===== src/rtl/uart_pkg.sv =====
// -----------------------------------------------------------------------------
// uart_pkg
// Shared definitions for the UART transmit path (and a future receiver):
//   - tx_state_e    : transmitter state encoding (IDLE, START, DATA, PARITY, STOP)
//   - DEFAULT_CLOCK_FREQ / DEFAULT_BAUD_RATE : board defaults in Hz and bit/s
//   - cnt_width()   : width of a counter that runs 0..clks-1
// The PARITY state is only reachable when UART_TX_PARITY_EN is defined.
// -----------------------------------------------------------------------------
package uart_pkg;

    localparam int DEFAULT_CLOCK_FREQ = 50_000_000;
    localparam int DEFAULT_BAUD_RATE  = 115_200;

    typedef enum logic [2:0] {
        ST_IDLE   = 3'd0,
        ST_START  = 3'd1,
        ST_DATA   = 3'd2,
        ST_PARITY = 3'd3,
        ST_STOP   = 3'd4
    } tx_state_e;

    // Bits needed to hold 0..clks-1; never narrower than one bit.
    function automatic int cnt_width(input int clks);
        return (clks < 2) ? 1 : $clog2(clks);
    endfunction

endpackage : uart_pkg


===== src/rtl/uart_baud_tick.sv =====
// -----------------------------------------------------------------------------
// uart_baud_tick
// Bit-time counter. Counts 0..CLKS_PER_BIT-1 while enabled and wraps to 0;
// bit_end_o is high in the cycle the counter sits at CLKS_PER_BIT-1.
// Ports:
//   clock      in   system clock, rising edge
//   reset      in   asynchronous active-low reset
//   enable_i   in   count this cycle
//   clear_i    in   force the counter to 0 (has priority over enable_i)
//   bit_end_o  out  last cycle of the current bit time
// -----------------------------------------------------------------------------
module uart_baud_tick
    import uart_pkg::*;
#(
    parameter int CLKS_PER_BIT = 434
) (
    input  logic clock,
    input  logic reset,
    input  logic enable_i,
    input  logic clear_i,
    output logic bit_end_o
);

    localparam int              CNT_W   = cnt_width(CLKS_PER_BIT);
    localparam logic [CNT_W-1:0] CNT_MAX = CNT_W'(CLKS_PER_BIT - 1);

    logic [CNT_W-1:0] cnt_q, cnt_d;

    assign bit_end_o = enable_i && (cnt_q == CNT_MAX);

    always_comb begin
        // NOTE: every always_comb output gets a default first so no path can
        // leave it unassigned and infer a latch.
        cnt_d = cnt_q;
        if (clear_i) begin
            cnt_d = '0;
        end else if (enable_i) begin
            cnt_d = bit_end_o ? '0 : cnt_q + CNT_W'(1);
        end
    end

    always_ff @(posedge clock or negedge reset) begin
        // NOTE: state registers use non-blocking assignments so every flop
        // samples the pre-edge values, independent of statement order.
        if (!reset) begin
            cnt_q <= '0;
        end else begin
            cnt_q <= cnt_d;
        end
    end

endmodule : uart_baud_tick


===== src/rtl/uart_transmitter.sv =====
// -----------------------------------------------------------------------------
// uart_transmitter
// 8N1/8N2 UART transmitter (optional parity bit). Accepts a byte on a one-cycle
// tx_start while idle and shifts it out LSB-first between a low start bit and
// STOP_BITS high stop bits. All outputs are registered and change only on
// bit-time boundaries.
// Build option: define UART_TX_PARITY_EN to insert a parity bit after the data
// bits; PARITY_ODD then selects odd (1) or even (0) parity.
// Ports:
//   clock      in   system clock, rising edge
//   reset      in   asynchronous active-low reset; aborts any frame at once
//   tx_start   in   one-cycle send request, ignored while busy
//   tx_data    in   byte to send, captured with an accepted tx_start
//   tx         out  serial line, idles high
//   uart_busy  out  high from the first start-bit cycle to the end of the frame
//   tx_done    out  one-cycle pulse as the last stop bit completes
// -----------------------------------------------------------------------------
module uart_transmitter
    import uart_pkg::*;
#(
    parameter int CLOCK_FREQ = DEFAULT_CLOCK_FREQ,
    parameter int BAUD_RATE  = DEFAULT_BAUD_RATE,
    parameter int STOP_BITS  = 1
`ifdef UART_TX_PARITY_EN
    ,
    parameter bit PARITY_ODD = 1'b0
`endif
) (
    input  logic       clock,
    input  logic       reset,
    input  logic       tx_start,
    input  logic [7:0] tx_data,
    output logic       tx,
    output logic       uart_busy,
    output logic       tx_done
);

    // Must come out >= 2; STOP_BITS must be 1 or 2.
    localparam int CLKS_PER_BIT = CLOCK_FREQ / BAUD_RATE;

    tx_state_e  state_q, state_d;
    logic [7:0] shift_q, shift_d;
    logic [2:0] bit_idx_q, bit_idx_d;
    logic       tx_q, tx_d;
    logic       busy_q, busy_d;
    logic       done_q, done_d;
    logic       bit_end;
`ifdef UART_TX_PARITY_EN
    // Parity is taken from the byte at acceptance; the shift register is
    // empty by the time the parity bit goes out.
    logic       parity_q, parity_d;
`endif

    uart_baud_tick #(
        .CLKS_PER_BIT (CLKS_PER_BIT)
    ) u_baud_tick (
        .clock     (clock),
        .reset     (reset),
        .enable_i  (state_q != ST_IDLE),
        .clear_i   (state_q == ST_IDLE),
        .bit_end_o (bit_end)
    );

    // Next-state and next-output logic. tx is registered, so each branch
    // sets the level the line takes in the following bit time.
    always_comb begin
        state_d   = state_q;
        shift_d   = shift_q;
        bit_idx_d = bit_idx_q;
        tx_d      = tx_q;
        busy_d    = busy_q;
        done_d    = 1'b0;
`ifdef UART_TX_PARITY_EN
        parity_d  = parity_q;
`endif

        unique case (state_q)
            ST_IDLE: begin
                tx_d   = 1'b1;
                busy_d = 1'b0;
                if (tx_start) begin
                    shift_d   = tx_data;
                    bit_idx_d = '0;
                    state_d   = ST_START;
                    tx_d      = 1'b0;
                    busy_d    = 1'b1;
`ifdef UART_TX_PARITY_EN
                    parity_d  = (^tx_data) ^ PARITY_ODD;
`endif
                end
            end

            ST_START: begin
                if (bit_end) begin
                    state_d   = ST_DATA;
                    bit_idx_d = '0;
                    tx_d      = shift_q[0];
                end
            end

            ST_DATA: begin
                if (bit_end) begin
                    shift_d = {1'b0, shift_q[7:1]};
                    if (bit_idx_q == 3'd7) begin
                        bit_idx_d = '0;
`ifdef UART_TX_PARITY_EN
                        state_d   = ST_PARITY;
                        tx_d      = parity_q;
`else
                        state_d   = ST_STOP;
                        tx_d      = 1'b1;
`endif
                    end else begin
                        bit_idx_d = bit_idx_q + 3'd1;
                        tx_d      = shift_q[1];
                    end
                end
            end

`ifdef UART_TX_PARITY_EN
            ST_PARITY: begin
                if (bit_end) begin
                    state_d   = ST_STOP;
                    bit_idx_d = '0;
                    tx_d      = 1'b1;
                end
            end
`endif

            ST_STOP: begin
                // bit_idx_q counts completed stop bits here.
                if (bit_end) begin
                    if (bit_idx_q == 3'(STOP_BITS - 1)) begin
                        state_d   = ST_IDLE;
                        bit_idx_d = '0;
                        tx_d      = 1'b1;
                        busy_d    = 1'b0;
                        done_d    = 1'b1;
                    end else begin
                        bit_idx_d = bit_idx_q + 3'd1;
                    end
                end
            end

            default: begin
                state_d   = ST_IDLE;
                bit_idx_d = '0;
                tx_d      = 1'b1;
                busy_d    = 1'b0;
            end
        endcase
    end

    always_ff @(posedge clock or negedge reset) begin
        if (!reset) begin
            state_q   <= ST_IDLE;
            shift_q   <= '0;
            bit_idx_q <= '0;
            tx_q      <= 1'b1;
            busy_q    <= 1'b0;
            done_q    <= 1'b0;
`ifdef UART_TX_PARITY_EN
            parity_q  <= 1'b0;
`endif
        end else begin
            state_q   <= state_d;
            shift_q   <= shift_d;
            bit_idx_q <= bit_idx_d;
            tx_q      <= tx_d;
            busy_q    <= busy_d;
            done_q    <= done_d;
`ifdef UART_TX_PARITY_EN
            parity_q  <= parity_d;
`endif
        end
    end

    assign tx        = tx_q;
    assign uart_busy = busy_q;
    assign tx_done   = done_q;

endmodule : uart_transmitter


===== config.mk =====
export PLATFORM = sky130hd
export DESIGN_NAME = uart_transmitter
export DESIGN_NICKNAME = d
export VERILOG_FILES = /design/src/rtl/uart_pkg.sv /design/src/rtl/uart_baud_tick.sv /design/src/rtl/uart_transmitter.sv
export SDC_FILE = /design/constraint.sdc
export NUM_CORES = 1
export LEC_CHECK = 0
export CAP_MARGIN = 40
export CORE_MARGIN = 5
export CORE_UTILIZATION = 49
export DETAILED_ROUTE_END_ITERATION = 16
export PLACE_DENSITY = 0.7
export SYNTH_ARGS = -nofsm -noshare
export SYNTH_HDL_FRONTEND = slang
export SYNTH_SLANG_ARGS = --single-unit

===== constraint.sdc =====
create_clock -name clock -period 2.1 [get_ports clock]
set_input_delay 0.42 -clock clock [delete_from_list [all_inputs] [get_ports clock]]
set_output_delay 0.42 -clock clock [all_outputs]
set_load 0.05 [all_outputs]

==> Yosys cells after proc, flatten, opt, wreduce, memory -nomap -nowiden <==
Cells that the tools add are included.
{ "totals": {"regBits": 26, "wordCells": 67, "input_bits": 11, "output_inout_bits": 3} }
{ "classes": {"reduce_logical": 12, "bitwise_logic": 1, "n_eq_ne": 11, "n_mux": 34, "n_addsub": 2} }
{ "op_table": {"columns": ["op", "count"], "rows": [
  ["2-to-1 mux 3 bit", 12],
  ["2-to-1 mux 9 bit", 3],
  ["one-hot mux 3 bit (4 select lines)", 2],
  ["2-to-1 mux 8 bit", 2],
  ["one-hot mux 8 bit (2 select lines)", 1],
  ["2-to-1 mux 1 bit", 12],
  ["adder 9 x 1 -> 9 bit, second input constant", 1],
  ["equality test 9 bit, second input constant", 1],
  ["AND reduction 4 bit", 2],
  ["equality test 3 bit, second input constant", 2],
  ["zero test 3 bit", 2],
  ["!= test 2 x 1 -> 1 bit, second input constant", 3],
  ["!= test 2 bit, second input constant", 3],
  ["AND reduction 3 bit", 2],
  ["AND reduction 6 bit", 1],
  ["one-hot mux 1 bit (4 select lines)", 1],
  ["nonzero test 2 bit", 2],
  ["adder 3 x 1 -> 3 bit, second input constant", 1],
  ["equality test 3 x 1 -> 1 bit, second input constant", 1],
  ["equality test 3 x 2 -> 1 bit, second input constant", 1],
  ["one-hot mux 1 bit (3 select lines)", 1],
  ["nonzero test 3 bit", 1],
  ["OR reduction 2 bit", 1],
  ["logical AND 1 bit", 1],
  ["NOT 1 bit", 1]
]} }

==> Depth between registers and ports, before layout <==
Gate-level depths: netlist (run 1).
{ "logic_depth": {"depth_word": 5, "mapped_depth": 8} }

==> Modules after synthesis <==
Synthesis (run 1) repeated with hierarchy kept, for this count alone.
{ "unflattened": {"cells_unflattened": 159, "hier_area_um2": 1555.2} }
{ "modules_own_cells": {"columns": ["mod", "n_inst", "seq_area_each_um2", "area_each_um2", "cells_per_inst"], "rows": [
  ["uart_transmitter", 1, 426.7, 963.4, 100],
  ["uart_baud_tick", 1, 225.2, 591.8, 59]
]} }

==> Least setup slack after synthesis (run 1) <==
No wires, ideal clock.
{ "synth_timing": {"kind": "reg2reg", "from": "register u_baud_tick.cnt_q[0]", "to": "register tx_q (netlist: tx)", "required_ps": 2019, "setup_ps": 81, "period_less_slack_ps": 1599, "path_stages_with_launch": 7, "arrival_time_ps": 1517, "path_slack_ps": 501, "path_buffers": 1, "path_cell_list": "dfrtp_1 -> ha_1 -> and4b_1 -> and3_4 -> buf_6 -> or3_1 -> o211ai_1"} }
{ "synth_between": {"elab_chain_len": 4, "elab_cells_between_ends": 6} }
{ "synth_rtl": {"columns": ["element", "line_no", "text"], "rows": [
  ["from (decl)", "uart_baud_tick.sv:27", "logic [CNT_W-1:0] cnt_q, cnt_d;"],
  ["from (signal assigned)", "uart_baud_tick.sv:48", "cnt_q <= cnt_d;"],
  ["equality test 9 bit *", "uart_baud_tick.sv:29", "assign bit_end_o = enable_i && (cnt_q == CNT_MAX);"],
  ["logical AND 1 bit *", "uart_baud_tick.sv:29", null],
  ["!= test 2 x 1 -> 1 bit (no source line)", null, null],
  ["AND reduction 4 bit (no source line) *", null, null],
  ["to (signal assigned)", "uart_transmitter.sv:169", "tx_q <= tx_d;"],
  ["to (decl)", "uart_transmitter.sv:44", "logic tx_q, tx_d;"]
]} }
Every way passes the cells marked *; elsewhere a longest branch is shown, timed or not.
A chain may end at the register's enable or synchronous reset.

==> Final worst setup path (run 1) <==
{ "layout_timing": {"from": "register busy_q (netlist: uart_busy)", "to": "output uart_busy"} }
{ "layout_lines": {"columns": ["element", "line_no", "text"], "rows": [
  ["from (decl)", "uart_transmitter.sv:45", "logic busy_q, busy_d;"],
  ["from (signal assigned)", "uart_transmitter.sv:170", "busy_q <= busy_d;"],
  ["to (decl)", "uart_transmitter.sv:34", "output logic uart_busy,"]
]} }
No word-level cell between the ends.

==> results_tabular.tex, run 1 <==
\begin{tabular}{lr}
\hline
Metric & Value \\
\hline
\multicolumn{2}{l}{\textbf{Clock tree}} \\
\quad Clock transition time at the flip-flop clock pins of the worst setup and hold paths & 0.15 ns \\
\quad Max H-tree Level & 1 \\
\quad Number of instances resized during post-cts repair & 0 \\
\quad Num CTS Buffers & 3 \\
\quad TritonCTS clock tree & yes \\
\quad Number of clock sinks & 26 \\
\quad Worst skew pair latency & $\sim$0.32 ns \\
\quad Cts-stage hold buffer count & 0 \\
\quad Number of buffers inserted to repair setup after CTS & 0 \\
\quad Cell at the root of the clock tree & sky130\_fd\_sc\_hd\_\_clkbuf\_4 \\
\quad CTS Buffer Depth & 2 \\
\multicolumn{2}{l}{\textbf{Flow run}} \\
\quad \# Max-Cap Violations & 0 \\
\multicolumn{2}{l}{\textbf{Placed design}} \\
\quad Routability-driven placement congestion ratio & 0.816 \\
\quad Number of buffers inserted by port buffering & 13 \\
\quad Cell area after placement & approximately 1600 µm² \\
\quad Detail Placement HPWL & roughly 2000 µm \\
\multicolumn{2}{l}{\textbf{Synthesis}} \\
\quad Area leader, netlist & sky130\_fd\_sc\_hd\_\_dfrtp\_1 \\
\quad Top post-synthesis cells by area & sky130\_fd\_sc\_hd\_\_dfrtp\_1 (43\%), sky130\_fd\_sc\_hd\_\_mux2i\_1 (5.6\%), sky130\_fd\_sc\_hd\_\_ha\_1 (4.3\%), sky130\_fd\_sc\_hd\_\_nor2\_1 (3.9\%), sky130\_fd\_sc\_hd\_\_xnor2\_1 (2.4\%) \\
\quad Sequential-to-total area share from yosys stat & a little under half \\
\quad Most instantiated library cell after synthesis & sky130\_fd\_sc\_hd\_\_dfrtp\_1 \\
\quad Total standard cell area after synthesis & 1440 µm² \\
\quad Dominant register cell in the synthesized netlist & sky130\_fd\_sc\_hd\_\_dfrtp\_1 \\
\quad Total of flip-flops plus latches after synthesis & 26 \\
\quad Top-area cell type share of the netlist area & between 40\% and 50\% \\
\quad EDFF count, synth & 0 \\
\quad Avg Inst Size Synth & 10.5 µm² \\
\quad Yosys synthesis warning count & 0 \\
\quad Async set or reset register ratio after synthesis & 100\% \\
\quad Library cells used by synthesis & 45 \\
\quad Most numerous cell types in the synthesized netlist & sky130\_fd\_sc\_hd\_\_dfrtp\_1 (25), sky130\_fd\_sc\_hd\_\_nor2\_1 (15), sky130\_fd\_sc\_hd\_\_nand2\_1 (9), sky130\_fd\_sc\_hd\_\_mux2i\_1 (8) \\
\quad Cells after Synth & 137 \\
\quad Number of nets produced by synthesis & 153 \\
\multicolumn{2}{l}{\textbf{Pwr}} \\
\quad Internal portion of total power & 0.895 mW \\
\quad Worst voltage drop across the vdd grid & 0.484 mV \\
\quad Leakage & about 0.72 nW \\
\quad Part of the total power dissipated in sequential elements & between 50\% and 60\% \\
\quad Sum of internal, switching and leakage power & roughly 1.3 mW \\
\quad Switching Fraction & 28.6\% \\
\quad Ratio of total power to cell area & 753 nW/µm² \\
\quad Sw Pwr & around 0.36 mW \\
\quad Proportion of power drawn by the clock network & 27.5\% \\
\quad Proportion of power drawn by combinational gates & 18.3\% \\
\multicolumn{2}{l}{\textbf{Critical path}} \\
\quad Worst setup EP type & primary output \\
\quad Critical path's slowest cell & sky130\_fd\_sc\_hd\_\_clkdlybuf4s50\_1 \\
\quad Register-to-register path setup slack & 0.18 ns \\
\quad Category of the critical setup timing path & register to primary output \\
\quad Series of cell instances along the critical path & clkdlybuf4s50\_1 \\
\quad Critical-path maximum fanout & 2 \\
\quad Slowest stage delay, CP & approximately 0.8 ns \\
\quad Sum of buffers and inverters on the critical path & 1 \\
\quad Worst EP arrival & around 1.5 ns \\
\quad CP delay by family, top & buffers and inverters \\
\quad Critical path data required time & 1.68 ns \\
\quad Kind of launch point of the worst setup path & register \\
\multicolumn{2}{l}{\textbf{STA}} \\
\quad Final Cycle Share & between 90\% and 100\% \\
\quad Total negative slack & 0 ns \\
\quad Measured slew at the worst slew-check pin & 0.491 ns \\
\quad Number of hold violations in the final report & 0 \\
\quad Post-layout min period & 1.92 ns \\
\quad Worst clock skew on the final layout & 0.0115 ns \\
\quad Pins Over Slew Limit & 0 \\
\quad Unrepaired setup endpoints after global routing & false \\
\quad Number of endpoints failing setup at the final stage & 0 \\
\quad Fmax achieved & 521 MHz \\
\quad Slew Limit Headroom & 67.2\% \\
\multicolumn{2}{l}{\textbf{Detailed routing}} \\
\quad Iter 0 DRT Violations & 41 \\
\quad Number of iterations in the first detailed-routing pass & 4 \\
\quad Mean routed wirelength per cell & 14.1 µm \\
\quad DRC viols & 0 \\
\quad Vias after detailed routing & 1,028 \\
\quad Number of nets with antenna violations after detailed routing & 0 \\
\quad Avg Vias per Cell & around 5.5 \\
\quad Sum of routed wire length over all layers & 2630 µm \\
\multicolumn{2}{l}{\textbf{Die}} \\
\quad Die outline area & 4130 µm² \\
\quad Count of boundary I/O pins & 14 \\
\quad Width of the die & 64.3 µm \\
\quad Die height & 64.3 µm \\
\quad Total number of placement rows & 19 \\
\quad Initial Utilization & around 52\% \\
\quad Core box area & 2780 µm² \\
\multicolumn{2}{l}{\textbf{Min path}} \\
\quad Worst hold path class & input port to asynchronous set/reset pin \\
\multicolumn{2}{l}{\textbf{Global route}} \\
\quad Initial antenna violation count & 0 \\
\quad Maximum number of pins on one net before global-route repair & 27 \\
\quad Via count of the first global-routing pass & 1,051 \\
\quad Global-route usage over all layers & 14.5\% \\
\quad First-pass GRT wire length & 4770 µm \\
\quad Total gr overflow & 0 \\
\multicolumn{2}{l}{\textbf{Outcome}} \\
\quad Status & completed \\
\multicolumn{2}{l}{\textbf{Layout}} \\
\quad Layout Cell Area excl Fill & $\sim$1700 µm² \\
\quad Layout filler cell count & 233 \\
\quad Area added between synthesis and finish & 15.4\% \\
\quad \# diodes & 0 \\
\quad Final net count & around 170 \\
\quad Proportion of layout cells with a drive suffix above 1 & between 10\% and 20\% \\
\hline
\end{tabular}
[path summary, 6_finish.rpt]
path	cells after the start	startpoint	end
max in group asynchronous	2	reset	tx
setup / recovery	1	uart_busy	uart_busy
hold reg to reg	1	u_baud_tick.cnt_q[0]	u_baud_tick.cnt_q[0]
setup reg to reg	5	state_q[0]	bit_idx_q[0]
min in group clock	1	u_baud_tick.cnt_q[0]	u_baud_tick.cnt_q[0]
hold / removal	2	reset	u_baud_tick.cnt_q[5]
[kinds of logic (layout without fill, tap and decap cells)]
| logic type | after synthesis | count (layout) | synth area share [%] |
|---|---|---|---|
| and+or+nand+nor | 50 | 50 | 20.5 |
| xor gates and xnor gates | 8 | 8 | 4.86 |
| DFF | 26 | 26 | 45.2 |
| muxes | 10 | 10 | 7.11 |
| adders and majority gates | 6 | 6 | 5.03 |
| AOI/OAI and AO/OA | 24 | 24 | 11.5 |
| buffers and inverters | 13 | 31 | 5.81 |
[final cells by class]
type | instances | area (µm²) | area share [%]
Inverter | 5 | 18.8 | 1.13
Timing Repair Buffer | 22 | 195 | 11.7
Clock buffer | 3 | 22.5 | 1.35
Multi-Input combinational cell | 98 | 707 | 42.5
Clock inverter | 1 | 30.0 | 1.80
Sequential cell | 26 | 652 | 39.2
Tap cell | 31 | 38.8 | 2.33
[per-layer routing]
metal	GRT usage, %	vias up	routed length [µm]
met1	19.6	495	1280
met4	5.34	0	18
met3	3.68	2	92
li1	-	519	-
met5	0	-	0
met2	22.4	12	1240
[sequential cells by signal (all words and copies together), names as in the netlist]
name,cells
shift_q,8
tx_done,1
u_baud_tick.cnt_q,9
state_q,3
bit_idx_q,3
uart_busy,1
tx,1
[layout by cell type, fill, tap and decap left out, types with 2 or more instances in the layout]
cell type,instances
sky130_fd_sc_hd__nor2_1,15
sky130_fd_sc_hd__clkdlybuf4s50_1,12
sky130_fd_sc_hd__nor3b_1,2
sky130_fd_sc_hd__mux2i_1,8
sky130_fd_sc_hd__xor2_1,4
sky130_fd_sc_hd__inv_1,5
sky130_fd_sc_hd__a21oi_1,4
sky130_fd_sc_hd__ha_1,5
sky130_fd_sc_hd__nand4_1,3
sky130_fd_sc_hd__o21ai_1,3
sky130_fd_sc_hd__xnor2_1,4
sky130_fd_sc_hd__nand2b_1,2
sky130_fd_sc_hd__nor4_2,2
sky130_fd_sc_hd__nand2_1,9
sky130_fd_sc_hd__nor3_1,2
sky130_fd_sc_hd__buf_4,10
sky130_fd_sc_hd__and2_1,2
sky130_fd_sc_hd__nor3b_2,2
sky130_fd_sc_hd__mux2_2,2
sky130_fd_sc_hd__clkbuf_4,3
sky130_fd_sc_hd__dfrtp_1,25
sky130_fd_sc_hd__o21ai_0,5
sky130_fd_sc_hd__nand3_1,3
sky130_fd_sc_hd__and4b_1,2
[per-stage QoR]
stage / utilization, % / instances / hold slack, ns / worst slack (ns)
finish: 59.8 / 186 / 0.432 / 0.179
global route: 59.8 / 186 / 0.446 / 0.0622
CTS: 59.8 / 186 / 0.439 / 0.160
detailed placement: 57.9 / 182 / 0.482 / 0.0161
global placement: 57.7 / 181 / 0.461 / -0.0657
floorplan: - / 137 / 0.124 / 0.501
[power groups by stage]
stage,clock network (mW),logic (mW),registers [mW]
final,0.344,0.230,0.679
after floorplan,0,0.158,0.672
after global routing,0.386,0.266,0.693
after global placement,0,0.221,0.679
after CTS,0.355,0.235,0.679
after detailed placement,0,0.233,0.688
Note: power is estimated with default switching activity, not from simulation.
==> run 2: changes to the inputs <==
--- a/config.mk
+++ b/config.mk
@@ -7,9 +7,10 @@
 export LEC_CHECK = 0
 export CAP_MARGIN = 40
 export CORE_MARGIN = 5
-export CORE_UTILIZATION = 49
+export CORE_UTILIZATION = 56
 export DETAILED_ROUTE_END_ITERATION = 16
-export PLACE_DENSITY = 0.7
+export GPL_TIMING_DRIVEN = 0
+export PLACE_DENSITY = 0.78
 export SYNTH_ARGS = -nofsm -noshare
 export SYNTH_HDL_FRONTEND = slang
 export SYNTH_SLANG_ARGS = --single-unit
==> results_tabular.tex, run 2 (synthesized netlist as in run 1, its figures left out) <==
\begin{tabular}{lr}
\hline
Metric & Value \\
\hline
\multicolumn{2}{l}{\textbf{Outcome}} \\
\quad Status & completed (unchanged) \\
\multicolumn{2}{l}{\textbf{Clock tree}} \\
\quad Num CTS Buffers & 3 (unchanged) \\
\quad Max H-tree Level & 1 (unchanged) \\
\quad Number of buffers inserted to repair setup after CTS & 0 (unchanged) \\
\quad Worst skew pair latency & 0.31 ns (was 0.32 ns) \\
\quad Cts-stage hold buffer count & 0 (unchanged) \\
\quad CTS Buffer Depth & 2 (unchanged) \\
\quad Clock transition time at the flip-flop clock pins of the worst setup and hold paths & 0.14 ns (was 0.15 ns) \\
\quad Cell at the root of the clock tree & sky130\_fd\_sc\_hd\_\_clkbuf\_4 (unchanged) \\
\quad Number of instances resized during post-cts repair & 1 (was 0) \\
\quad TritonCTS clock tree & yes (unchanged) \\
\quad Number of clock sinks & 26 (unchanged) \\
\multicolumn{2}{l}{\textbf{Critical path}} \\
\quad Worst EP arrival & 1.48 ns (was 1.50 ns) \\
\quad Worst setup EP type & primary output (unchanged) \\
\quad Register-to-register path setup slack & 0.29 ns (was 0.18 ns) \\
\quad Endpoint of the most critical register-to-register path & shift\_q[2] (was bit\_idx\_q[0]) \\
\quad Sum of buffers and inverters on the critical path & 1 (unchanged) \\
\quad Slowest stage delay, CP & 0.80 ns (about the same) \\
\quad Critical path's slowest cell & sky130\_fd\_sc\_hd\_\_clkdlybuf4s50\_1 (unchanged) \\
\quad Series of cell instances along the critical path & clkdlybuf4s50\_1 (unchanged) \\
\quad FF-to-FF path depth & 6 (was 5) \\
\quad CP delay by family, top & buffers and inverters (unchanged) \\
\quad Category of the critical setup timing path & register to primary output (unchanged) \\
\quad Critical-path maximum fanout & 2 (unchanged) \\
\quad Critical path data required time & 1.68 ns (about the same) \\
\quad Critical register-to-register path startpoint & u\_baud\_tick.cnt\_q[0] (was state\_q[0]) \\
\quad Kind of launch point of the worst setup path & register (unchanged) \\
\multicolumn{2}{l}{\textbf{STA}} \\
\quad Worst clock skew on the final layout & 0.00587 ns (was 0.0115 ns) \\
\quad Post-layout min period & 1.90 ns (was 1.92 ns) \\
\quad Pins Over Slew Limit & 0 (unchanged) \\
\quad Final Cycle Share & 90.3\% (was 91.5\%) \\
\quad Hold Worst Slack & 0.470 ns (was 0.432 ns) \\
\quad Fmax achieved & 528 MHz (was 521 MHz) \\
\quad Total negative slack & 0 ns (unchanged) \\
\quad Number of endpoints failing setup at the final stage & 0 (unchanged) \\
\quad Slew Limit Headroom & 59.2\% (was 67.2\%) \\
\quad Measured slew at the worst slew-check pin & 0.610 ns (was 0.491 ns) \\
\quad Unrepaired setup endpoints after global routing & false (unchanged) \\
\quad Number of hold violations in the final report & 0 (unchanged) \\
\multicolumn{2}{l}{\textbf{Layout}} \\
\quad Area added between synthesis and finish & 16.0\% (was 15.4\%) \\
\quad Multi-input gate area in the final layout & 707 µm² (unchanged) \\
\quad \# diodes & 0 (unchanged) \\
\quad Proportion of layout cells with a drive suffix above 1 & 14.8\% (was 16.1\%) \\
\quad Reg area & 652 µm² (unchanged) \\
\quad Most used cells in the layout excluding fill and tap cells & sky130\_fd\_sc\_hd\_\_dfrtp\_1 (25), sky130\_fd\_sc\_hd\_\_nor2\_1 (15), sky130\_fd\_sc\_hd\_\_clkdlybuf4s50\_1 (12), sky130\_fd\_sc\_hd\_\_nand2\_1 (9), sky130\_fd\_sc\_hd\_\_mux2i\_1 (8) (was sky130\_fd\_sc\_hd\_\_dfrtp\_1 (25), sky130\_fd\_sc\_hd\_\_nor2\_1 (15), sky130\_fd\_sc\_hd\_\_clkdlybuf4s50\_1 (12), sky130\_fd\_sc\_hd\_\_buf\_4 (10), sky130\_fd\_sc\_hd\_\_nand2\_1 (9)) \\
\quad Most common cell after layout, fill and taps aside & sky130\_fd\_sc\_hd\_\_dfrtp\_1 (unchanged) \\
\quad Biggest regs & u\_baud\_tick.cnt\_q (9), shift\_q (8) (unchanged) \\
\quad Final net count & 172 (unchanged) \\
\quad Number of flip-flops in the largest register & 9 (unchanged) \\
\quad Top register by number of flip-flops & u\_baud\_tick.cnt\_q (unchanged) \\
\quad Layout filler cell count & 191 (was 233) \\
\multicolumn{2}{l}{\textbf{Placed design}} \\
\quad Number of buffers inserted by port buffering & 13 (unchanged) \\
\quad Detail Placement HPWL & 2100 µm (was 1960 µm) \\
\quad Routability-driven placement congestion ratio & 0.810 (was 0.816) \\
\multicolumn{2}{l}{\textbf{Die}} \\
\quad Width of the die & 60.8 µm (was 64.3 µm) \\
\quad Die height & 60.8 µm (was 64.3 µm) \\
\quad Count of boundary I/O pins & 14 (unchanged) \\
\quad Initial Utilization & 58.2\% (was 51.9\%) \\
\quad Die outline area & 3690 µm² (was 4130 µm²) \\
\quad Core box area & 2480 µm² (was 2780 µm²) \\
\quad Total number of placement rows & 18 (was 19) \\
\multicolumn{2}{l}{\textbf{Min path}} \\
\quad Worst hold path class & input port to asynchronous set/reset pin (unchanged) \\
\multicolumn{2}{l}{\textbf{Detailed routing}} \\
\quad DRC viols & 0 (unchanged) \\
\quad Iter 0 DRT Violations & 24 (was 41) \\
\quad Mean routed wirelength per cell & 14.6 µm (was 14.1 µm) \\
\quad Avg Vias per Cell & 5.59 (was 5.53) \\
\quad Number of iterations in the first detailed-routing pass & 4 (unchanged) \\
\quad Vias after detailed routing & 1,035 (was 1,028) \\
\quad Sum of routed wire length over all layers & 2710 µm (was 2630 µm) \\
\quad Number of nets with antenna violations after detailed routing & 0 (unchanged) \\
\multicolumn{2}{l}{\textbf{Pwr}} \\
\quad Ratio of total power to cell area & 695 nW/µm² (was 753 nW/µm²) \\
\quad Worst voltage drop across the vdd grid & 0.744 mV (was 0.484 mV) \\
\quad Leakage & 0.719 nW (was 0.722 nW) \\
\multicolumn{2}{l}{\textbf{Flow run}} \\
\quad \# Max-Cap Violations & 0 (unchanged) \\
\multicolumn{2}{l}{\textbf{Global route}} \\
\quad Initial antenna violation count & 0 (unchanged) \\
\quad Via count of the first global-routing pass & 1,064 (was 1,051) \\
\quad Global-route usage over all layers & 17.3\% (was 14.5\%) \\
\quad Maximum number of pins on one net before global-route repair & 17 (was 27) \\
\quad First-pass GRT wire length & 4730 µm (was 4770 µm) \\
\quad Total gr overflow & 0 (unchanged) \\
\hline
\end{tabular}
==> run 2: area by class of cell <==
| cell class | count | share of cell area, % |
|---|---|---|
| Tap cell | 30 | 2.24 |
| Clock buffer | 4 | 2.17 |
| Buffer | 8 | 3.89 |
| Inverter | 5 | 1.12 |
| Timing Repair Buffer | 14 | 9.35 |
| Multi-Input combinational cell | 98 | 42.3 |
| Sequential cell | 26 | 39.0 |
==> run 2: worst reg2reg max path, cell delays in order, from the launching register on <==
cell                      delay (ns)
sky130_fd_sc_hd__dfrtp_1        0.43
sky130_fd_sc_hd__ha_1           0.21
sky130_fd_sc_hd__and4b_1        0.22
sky130_fd_sc_hd__a41oi_1        0.45
sky130_fd_sc_hd__buf_2          0.29
sky130_fd_sc_hd__nand2_1        0.07
sky130_fd_sc_hd__o21ai_0        0.07
==> run 2: per-stage QoR <==
| stage | utilization (%) | cell area [µm²] | instances | power [mW] | setup slack, ns |
|---|---|---|---|---|---|
| 2_1_floorplan | - | 1440 | 137 | 0.830 | 0.501 |
| 3_3_place_gp | 65.0 | 1610 | 180 | 0.896 | -0.00111 |
| 3_5_place_dp | 66.1 | 1640 | 181 | 0.928 | -0.0539 |
| 4_1_cts | 67.5 | 1670 | 185 | 1.18 | 0.183 |
| 5_1_grt | 67.5 | 1670 | 185 | 1.25 | 0.0981 |
| 6_report | 67.5 | 1670 | 185 | 1.16 | 0.204 |
==> run 2: layer usage <==
layer / share of wire [%] / track usage, % / vias up
li1: - / - / 518
met1: 43 / 22.2 / 495
met2: 52 / 30.1 / 20
met3: 4.7 / 2.34 / 2
met4: 0.48 / 5.57 / 0
met5: 0 / 0 / -
==> run 2: worst max-delay path by stage <==
stage                               startpoint         end  slack (ns)  cells after the start
after floorplan           u_baud_tick.cnt_q[0]          tx        0.50                      6
after global placement                tx_start  shift_q[3]      -0.001                      6
after detailed placement              tx_start  shift_q[2]       -0.05                      6
after CTS                            uart_busy   uart_busy        0.18                      1
after global routing      u_baud_tick.cnt_q[0]  shift_q[3]         0.1                      6
final                                uart_busy   uart_busy        0.20                      1
==> run 2: report_power, final <==
part | internal [mW] | switching [mW]
Clock | 0.106 | 0.141
Sequential | 0.587 | 0.0969
Combinational | 0.119 | 0.112
